===== config.mk =====
export PLATFORM = sky130hd
export DESIGN_NAME = gpio_stream_out
export DESIGN_NICKNAME = d
export VERILOG_FILES = /design/src/rtl/gpio_stream_out.sv
export SDC_FILE = /design/constraint.sdc
export NUM_CORES = 1
export LEC_CHECK = 0
export CAP_MARGIN = 20
export CORE_UTILIZATION = 52
export DETAILED_ROUTE_END_ITERATION = 8
export PLACE_DENSITY = 0.76
export SLEW_MARGIN = 20
export SYNTH_ARGS = -nofsm -noshare
export SYNTH_HDL_FRONTEND = slang
export SYNTH_SLANG_ARGS = --single-unit

===== constraint.sdc =====
create_clock -name clk -period 2.4 [get_ports clk]
set_input_delay 0.48 -clock clk [delete_from_list [all_inputs] [get_ports clk]]
set_output_delay 0.48 -clock clk [all_outputs]
set_load 0.005 [all_outputs]

===== src/rtl/gpio_stream_out.sv =====
// Streams 128-bit GPIO words out as 16 LSB-first bytes through a 2-entry FIFO with a ready/valid sink.
// Optional even-parity output enabled by defining GPIO_STREAM_PARITY_EN.
module gpio_stream_out (
    input  logic         clk,
    input  logic         rst,
    input  logic [127:0] GPIO,
    input  logic         GPIOEnR,
    input  logic         GPIOEnG,
    input  logic         GPIOEnB,
    input  logic         GPIOEn,
    input  logic         out_ready,
    output logic [7:0]   out_data,
    output logic         out_valid,
    output logic [1:0]   out_chan,
    output logic         out_last,
    output logic         out_parity,
    output logic         busy,
    output logic         overflow
);

    typedef enum logic {IDLE, SEND} state_t;

    state_t         state_q, state_d;
    logic [129:0]   ent_q [2];
    logic [129:0]   ent_d [2];
    logic [1:0]     count_q, count_d;
    logic [127:0]   sreg_q, sreg_d;
    logic [3:0]     idx_q, idx_d;
    logic [7:0]     out_data_q, out_data_d;
    logic [1:0]     out_chan_q, out_chan_d;
    logic           out_last_q, out_last_d;
    logic           out_valid_q, out_valid_d;
    logic           overflow_q, overflow_d;

    logic [1:0]     tag;
    logic [1:0]     count_after_pop;
    logic           xfer, last_xfer, pop, push;

    always_comb begin
        case ({GPIOEnR, GPIOEnG, GPIOEnB})
            3'b100:  tag = 2'd0;
            3'b010:  tag = 2'd1;
            3'b001:  tag = 2'd2;
            default: tag = 2'd3;
        endcase
    end

    always_comb begin
        state_d     = state_q;
        ent_d       = ent_q;
        sreg_d      = sreg_q;
        idx_d       = idx_q;
        out_data_d  = out_data_q;
        out_chan_d  = out_chan_q;
        out_last_d  = out_last_q;
        out_valid_d = out_valid_q;

        xfer      = out_valid_q && out_ready;
        last_xfer = xfer && (idx_q == 4'd15);
        pop       = (count_q != 2'd0) && ((state_q == IDLE) || last_xfer);
        // A full FIFO still accepts a write when the head leaves at the same edge.
        push      = GPIOEn && ((count_q != 2'd2) || pop);

        count_after_pop = count_q - 2'(pop);
        count_d         = count_after_pop + 2'(push);
        overflow_d      = overflow_q | (GPIOEn && (count_q == 2'd2) && !pop);

        if (pop)
            ent_d[0] = ent_q[1];
        if (push)
            ent_d[count_after_pop[0]] = {tag, GPIO};

        if ((state_q == SEND) && xfer && (idx_q != 4'd15)) begin
            idx_d      = idx_q + 4'd1;
            sreg_d     = sreg_q >> 8;
            out_data_d = sreg_q[15:8];
            out_last_d = (idx_q == 4'd14);
        end

        if (pop) begin
            state_d     = SEND;
            sreg_d      = ent_q[0][127:0];
            idx_d       = '0;
            out_data_d  = ent_q[0][7:0];
            out_chan_d  = ent_q[0][129:128];
            out_last_d  = 1'b0;
            out_valid_d = 1'b1;
        end else if (last_xfer) begin
            state_d     = IDLE;
            out_valid_d = 1'b0;
            out_last_d  = 1'b0;
        end
    end

    always_ff @(posedge clk) begin
        if (rst) begin
            state_q     <= IDLE;
            ent_q[0]    <= '0;
            ent_q[1]    <= '0;
            count_q     <= '0;
            sreg_q      <= '0;
            idx_q       <= '0;
            out_data_q  <= '0;
            out_chan_q  <= '0;
            out_last_q  <= 1'b0;
            out_valid_q <= 1'b0;
            overflow_q  <= 1'b0;
        end else begin
            state_q     <= state_d;
            ent_q       <= ent_d;
            count_q     <= count_d;
            sreg_q      <= sreg_d;
            idx_q       <= idx_d;
            out_data_q  <= out_data_d;
            out_chan_q  <= out_chan_d;
            out_last_q  <= out_last_d;
            out_valid_q <= out_valid_d;
            overflow_q  <= overflow_d;
        end
    end

    assign out_data  = out_data_q;
    assign out_chan  = out_chan_q;
    assign out_last  = out_last_q;
    assign out_valid = out_valid_q;
    assign overflow  = overflow_q;
    assign busy      = (count_q != 2'd0) || (state_q == SEND);

`ifdef GPIO_STREAM_PARITY_EN
    assign out_parity = out_valid_q & (^out_data_q);
`else
    assign out_parity = 1'b0;
`endif

endmodule


## Word-level counts from Yosys, hierarchy flattened

Index checks and enable logic that the tools add are counted.
Widths: inputs -> output; s select.

| storage, ports and cells | value |
|---|---|
| word-level logic and storage cells | 56 |
| input bits | 135 |
| output and inout bits | 15 |
| flip-flop bits (word level) | 407 |

| operators by class | value |
|---|---|
| muxes and demuxes | 12 |
| order comparisons | 2 |
| reduce and logical (&&, ||, !) cells | 18 |
| equal/unequal tests | 8 |
| add/sub/neg operators | 3 |
| bitwise logic cells | 3 |

Operators by type and width:

| kind | count |
|---|---|
| $bwmux 260 | 1 |
| $mux 130 | 2 |
| $mux 260 | 1 |
| $mux 128 | 2 |
| $demux 130 s1 | 1 |
| $mux 8 | 2 |
| $logic_and 1x1->1 | 9 |
| $eq 4x4->1 const B | 2 |
| $pmux 2 s3 | 1 |
| $reduce_bool 2->1 | 3 |
| $add 4x1->4 const B | 1 |
| $ne 4x4->1 const B | 1 |
| $eq 3x1->1 const B | 1 |
| $eq 3x2->1 const B | 1 |
| $eq 3x3->1 const B | 1 |
| $logic_or 1x1->1 | 3 |
| $reduce_or 3->1 | 1 |
| $add 2x1->2 | 1 |
| $eq 2x2->1 const B | 1 |
| $ge 2x2->1 const B | 1 |
| $lt 2x1->1 const B | 1 |
| $mux 1 | 2 |
| $ne 2x2->1 const B | 1 |
| $not 1->2 | 1 |
| other kinds (5) | 5 |

## Logic depth before layout (Yosys ltp)

| logic depth | value |
|---|---|
| depth in word-level cells | 12 |
| mapped depth | 10 |
| mapped depth without buffers | 8 |

## Least setup slack after synthesis

No wires, ideal clock.

| timing | value |
|---|---|
| path kind | register to register |
| start point | register idx_q[0] |
| end point | register (tool-made name) |
| period minus slack after synthesis | 2.329 ns |
| setup time | 0.128 ns |
| setup slack | 0.071 ns |
| cell stages (with the launch flop) | 10 |
| data arrival time | 2.202 ns |
| data required time | 2.272 ns |
| path buffers | 3 |
| path through | dfxtp_1 ha_1 and4_1 buf_4 o22ai_1 ha_1 clkbuf_1 buf_1 mux2i_1 nor2_1 |

RTL lines:

| what | line | RTL |
|---|---|---|
| start, declared | 28 | `logic [3:0] idx_q, idx_d;` |
| start signal, assigned | 113 | `idx_q <= idx_d;` |

## Final worst setup path

| timing | value |
|---|---|
| start point | register count_q[0] |
| end point | output busy |

| on the way | value |
|---|---|
| longest elaborated chain between the ends | 2 |

Ends and longest elaborated chain:

| what | line | RTL |
|---|---|---|
| start, declared | 26 | `logic [1:0] count_q, count_d;` |
| start signal, assigned | 111 | `count_q <= count_d;` |
| $reduce_bool 2->1 | 127 | `assign busy = (count_q != 2'd0) \|\| (state_q == SEND);` |
| $logic_or 1x1->1 | 127 |  |
| end, declared | 17 | `output logic busy,` |

Every way passes these cells.

==> run_results.csv <==
group,metric,value,unit
logic_synthesis,syn_area,17690,sq um
critical_path,rr_startpoint,"idx_q[0]$_SDFFE_PP0P_",
pwr,power_density,736.7,nW/um^2
global_route,grt_max_degree,114,
die,dieHeight,186.4,um
die,row_count,67,
critical_path,reg2reg_to,"ent_q[206]$_SDFF_PP0_",
timing,slew_headroom,0.6361,
min_path,worstHoldPathCells,2,
logic_synthesis,synthFlopType,"dfxtp_1",
clocking,cts_root_buf,"clkbuf_16",
final_layout,diodes,0,
global_route,grt_use_total,0.2551,
timing,worstMarginPinSlew,545.8,ps
logic_synthesis,synth.avg_cell_area,9.160,sq um
job,max_cap_violations,0,
placement,io_buffers,148,
logic_synthesis,synth_edf_count,0,
timing,hold_violations,0,
final_layout,finalInstanceArea,21230,sq um
timing,rsz0062_at_grt,"false",
die,ios,150,
logic_synthesis,yosysSeqAreaShare,0.4516,
final_layout,fin_util,0.6331,
routing,routed_via_density,5.908,
global_route,antenna_found_initial,0,
timing,fin_crit_sh,0.9241,
final_layout,area_growth,20.02,%
timing,post-route-min-period,2218,ps
critical_path,regToRegSetupSlack,230,ps
die,fp.dieArea,34760,sq um
timing,finalMaxSlewViolations,0,
final_layout,mostFrequentLayoutCells,"dfxtp_1, a21oi_1, nand2b_1",
clocking,cts.sinks,399,
logic_synthesis,yosysWarnings,0,
critical_path,cp-start-kind,"flip-flop",
logic_synthesis,synthCells,1931,
final_layout,final_common_cell,"dfxtp_1",
timing,setup_violations,0,
die,core-area,33530,sq um
timing,fin_skew,13.06,ps
die,initial_core_util,0.5275,
min_path,hp-class,"input port to flip-flop",
critical_path,worst_setup_path_end_kind,"primary output",
clocking,cts_max_path_buffers,3,
clocking,numCtsBuffers,42,
placement,gp_congestion,0.7784,
timing,whs,308.1,ps
clocking,cts.clk_slew.worst_paths,60,ps
placement,placed_area,19880,sq um
routing,routed_wl,44970,um
placement,dp_hpwl,28900,um
final_layout,nets,2137,
routing,num_vias,14623,
routing,dr.pass1.iters,8,
global_route,grt_pass1_wl,74220,um
routing,drt_iter0_markers,1242,
clocking,tritoncts,"yes",
run_status,run_status,"finished, violations left",
critical_path,cp_data_required_time,1920,ps
critical_path,crit_path_max_fanout,6,
run_status,failed_checks,"DRC",
global_route,grt_pass1_vias,14543,
routing,post_drt_wl_per_cell,18.17,um
pwr,p_leak,7.099,nW
logic_synthesis,synth_cell_types,44,
logic_synthesis,synth_fp_nets,2069,
logic_synthesis,ys_ff_latch,399,
timing,max_freq,0.4509,GHz
min_path,holdPathEnd,"sreg_q[10]$_SDFFE_PP0P_",
final_layout,drive_above_1_share,0.1307,
clocking,htreeDepth,2,
logic_synthesis,async_flop_share,0,
critical_path,r2r_cells,7,
pwr,vdd_drop_max,0.4810,mV
routing,post-route-drc-count,2,
clocking,holdBufCountCts,0,
pwr,total_power,0.01564,W
clocking,clkLatencyLatePin,540,ps
routing,postRouteAntennaNets,0,
min_path,hp-start,"rst",
critical_path,worstPathArrival,1740,ps
critical_path,worstSetupPathType,"flip-flop to primary output",
die,die_x,186.4,um
global_route,grt_overflow,0,
==> cells by family (layout without fill, tap and decap cells) <==
logic type | count (synthesis) | in the layout | share of synthesized area
AOI/OAI and AO/OA | 628 | 628 | 0.2619
and+or+nand+nor | 560 | 560 | 0.1494
muxes | 128 | 128 | 0.07243
DFF | 399 | 399 | 0.4516
other | 1 | 1 | 0.0002120
buffers and inverters | 207 | 303 | 0.05984
xor gates and xnor gates | 5 | 5 | 0.002476
adders and majority gates | 3 | 3 | 0.002122
==> worst max-delay path, stage by stage (launching register included) <==
cell and delay, ps:
dfxtp_1 510, nor2_4 100, nand2_1 90, clkdlybuf4s50_1 500
==> layer usage <==
metal | up-vias | global-route usage | wire length [um] | share of wire
met5 | - | 0 | 0 | 0
li1 | 6986 | - | - | -
met3 | 81 | 0.03160 | 2370 | 0.053
met1 | 7099 | 0.3502 | 20390 | 0.45
met2 | 457 | 0.4159 | 21100 | 0.47
met4 | 0 | 0.08296 | 1113 | 0.025
==> power by group <==
group	switching, W	internal (W)	total (W)
registers	0.000219	0.00696	0.00718
clock network	0.00263	0.00375	0.00638
logic	0.00116	0.000917	0.00208
total	0.00401	0.0116	0.0156
==> cell type report <==
cell class / count / area [sq um]
clock buffers: 63 / 1230
inverters: 3 / 11.26
repair buffers: 228 / 2613
clock inverters: 9 / 116.4
well taps: 448 / 560.5
multi-input cells: 1325 / 8710
fillers: 2713 / 12300
flip-flops and latches: 399 / 7989
==> metrics by stage <==
step / setup slack, ps / cells / TNS (ps)
floorplan: 70.66 / 1931 / 0
global placement: -72.52 / 2403 / -1455
detailed placement: -119.0 / 2403 / -3744
CTS: 26.40 / 2475 / 0
global route: 82.17 / 2475 / 0
finish: 182.2 / 2475 / 0
==> synthesized netlist by cell type (all sizes together) (2+ instances only) <==
cell type	instances	area, sq um
nor2	179	671.9
a211oi	130	1426
nand3	9	45.04
mux2i	128	1281
nand4	2	12.51
a22oi	112	840.8
a21oi	255	1355
and3b	2	17.52
dfxtp	399	7988
o22ai	2	18.77
buf	116	716.9
clkbuf	88	330.3
nor3	6	30.03
nand2b	189	1182
inv	3	11.26
a221oi	2	17.52
xnor2	5	43.79
o211ai	113	853.3
ha	3	37.54
nand2	166	630.6
a311oi	9	78.83
==> worst max path at each step <==
stage                            from               endpoint  slack, ps  depth (start not counted)
4_1_cts        out_valid$_SDFFE_PP0P_                   busy         30                          3
2_1_floorplan   idx_q[0]$_SDFFE_PP0P_              flip-flop         70                          9
5_1_grt         count_q[0]$_SDFF_PP0_                   busy         80                          3
6_report        count_q[0]$_SDFF_PP0_                   busy        180                          3
3_3_place_gp                out_ready  ent_q[210]$_SDFF_PP0_        -70                          7
3_5_place_dp                out_ready  ent_q[218]$_SDFF_PP0_       -120                          7
==> what timing repair did <==
item,in CTS,in global routing
resized for setup,0,1
buffers inserted,0,0
endpoints found under the setup margin,0,1
Note: power is estimated with default switching activity, not from simulation.
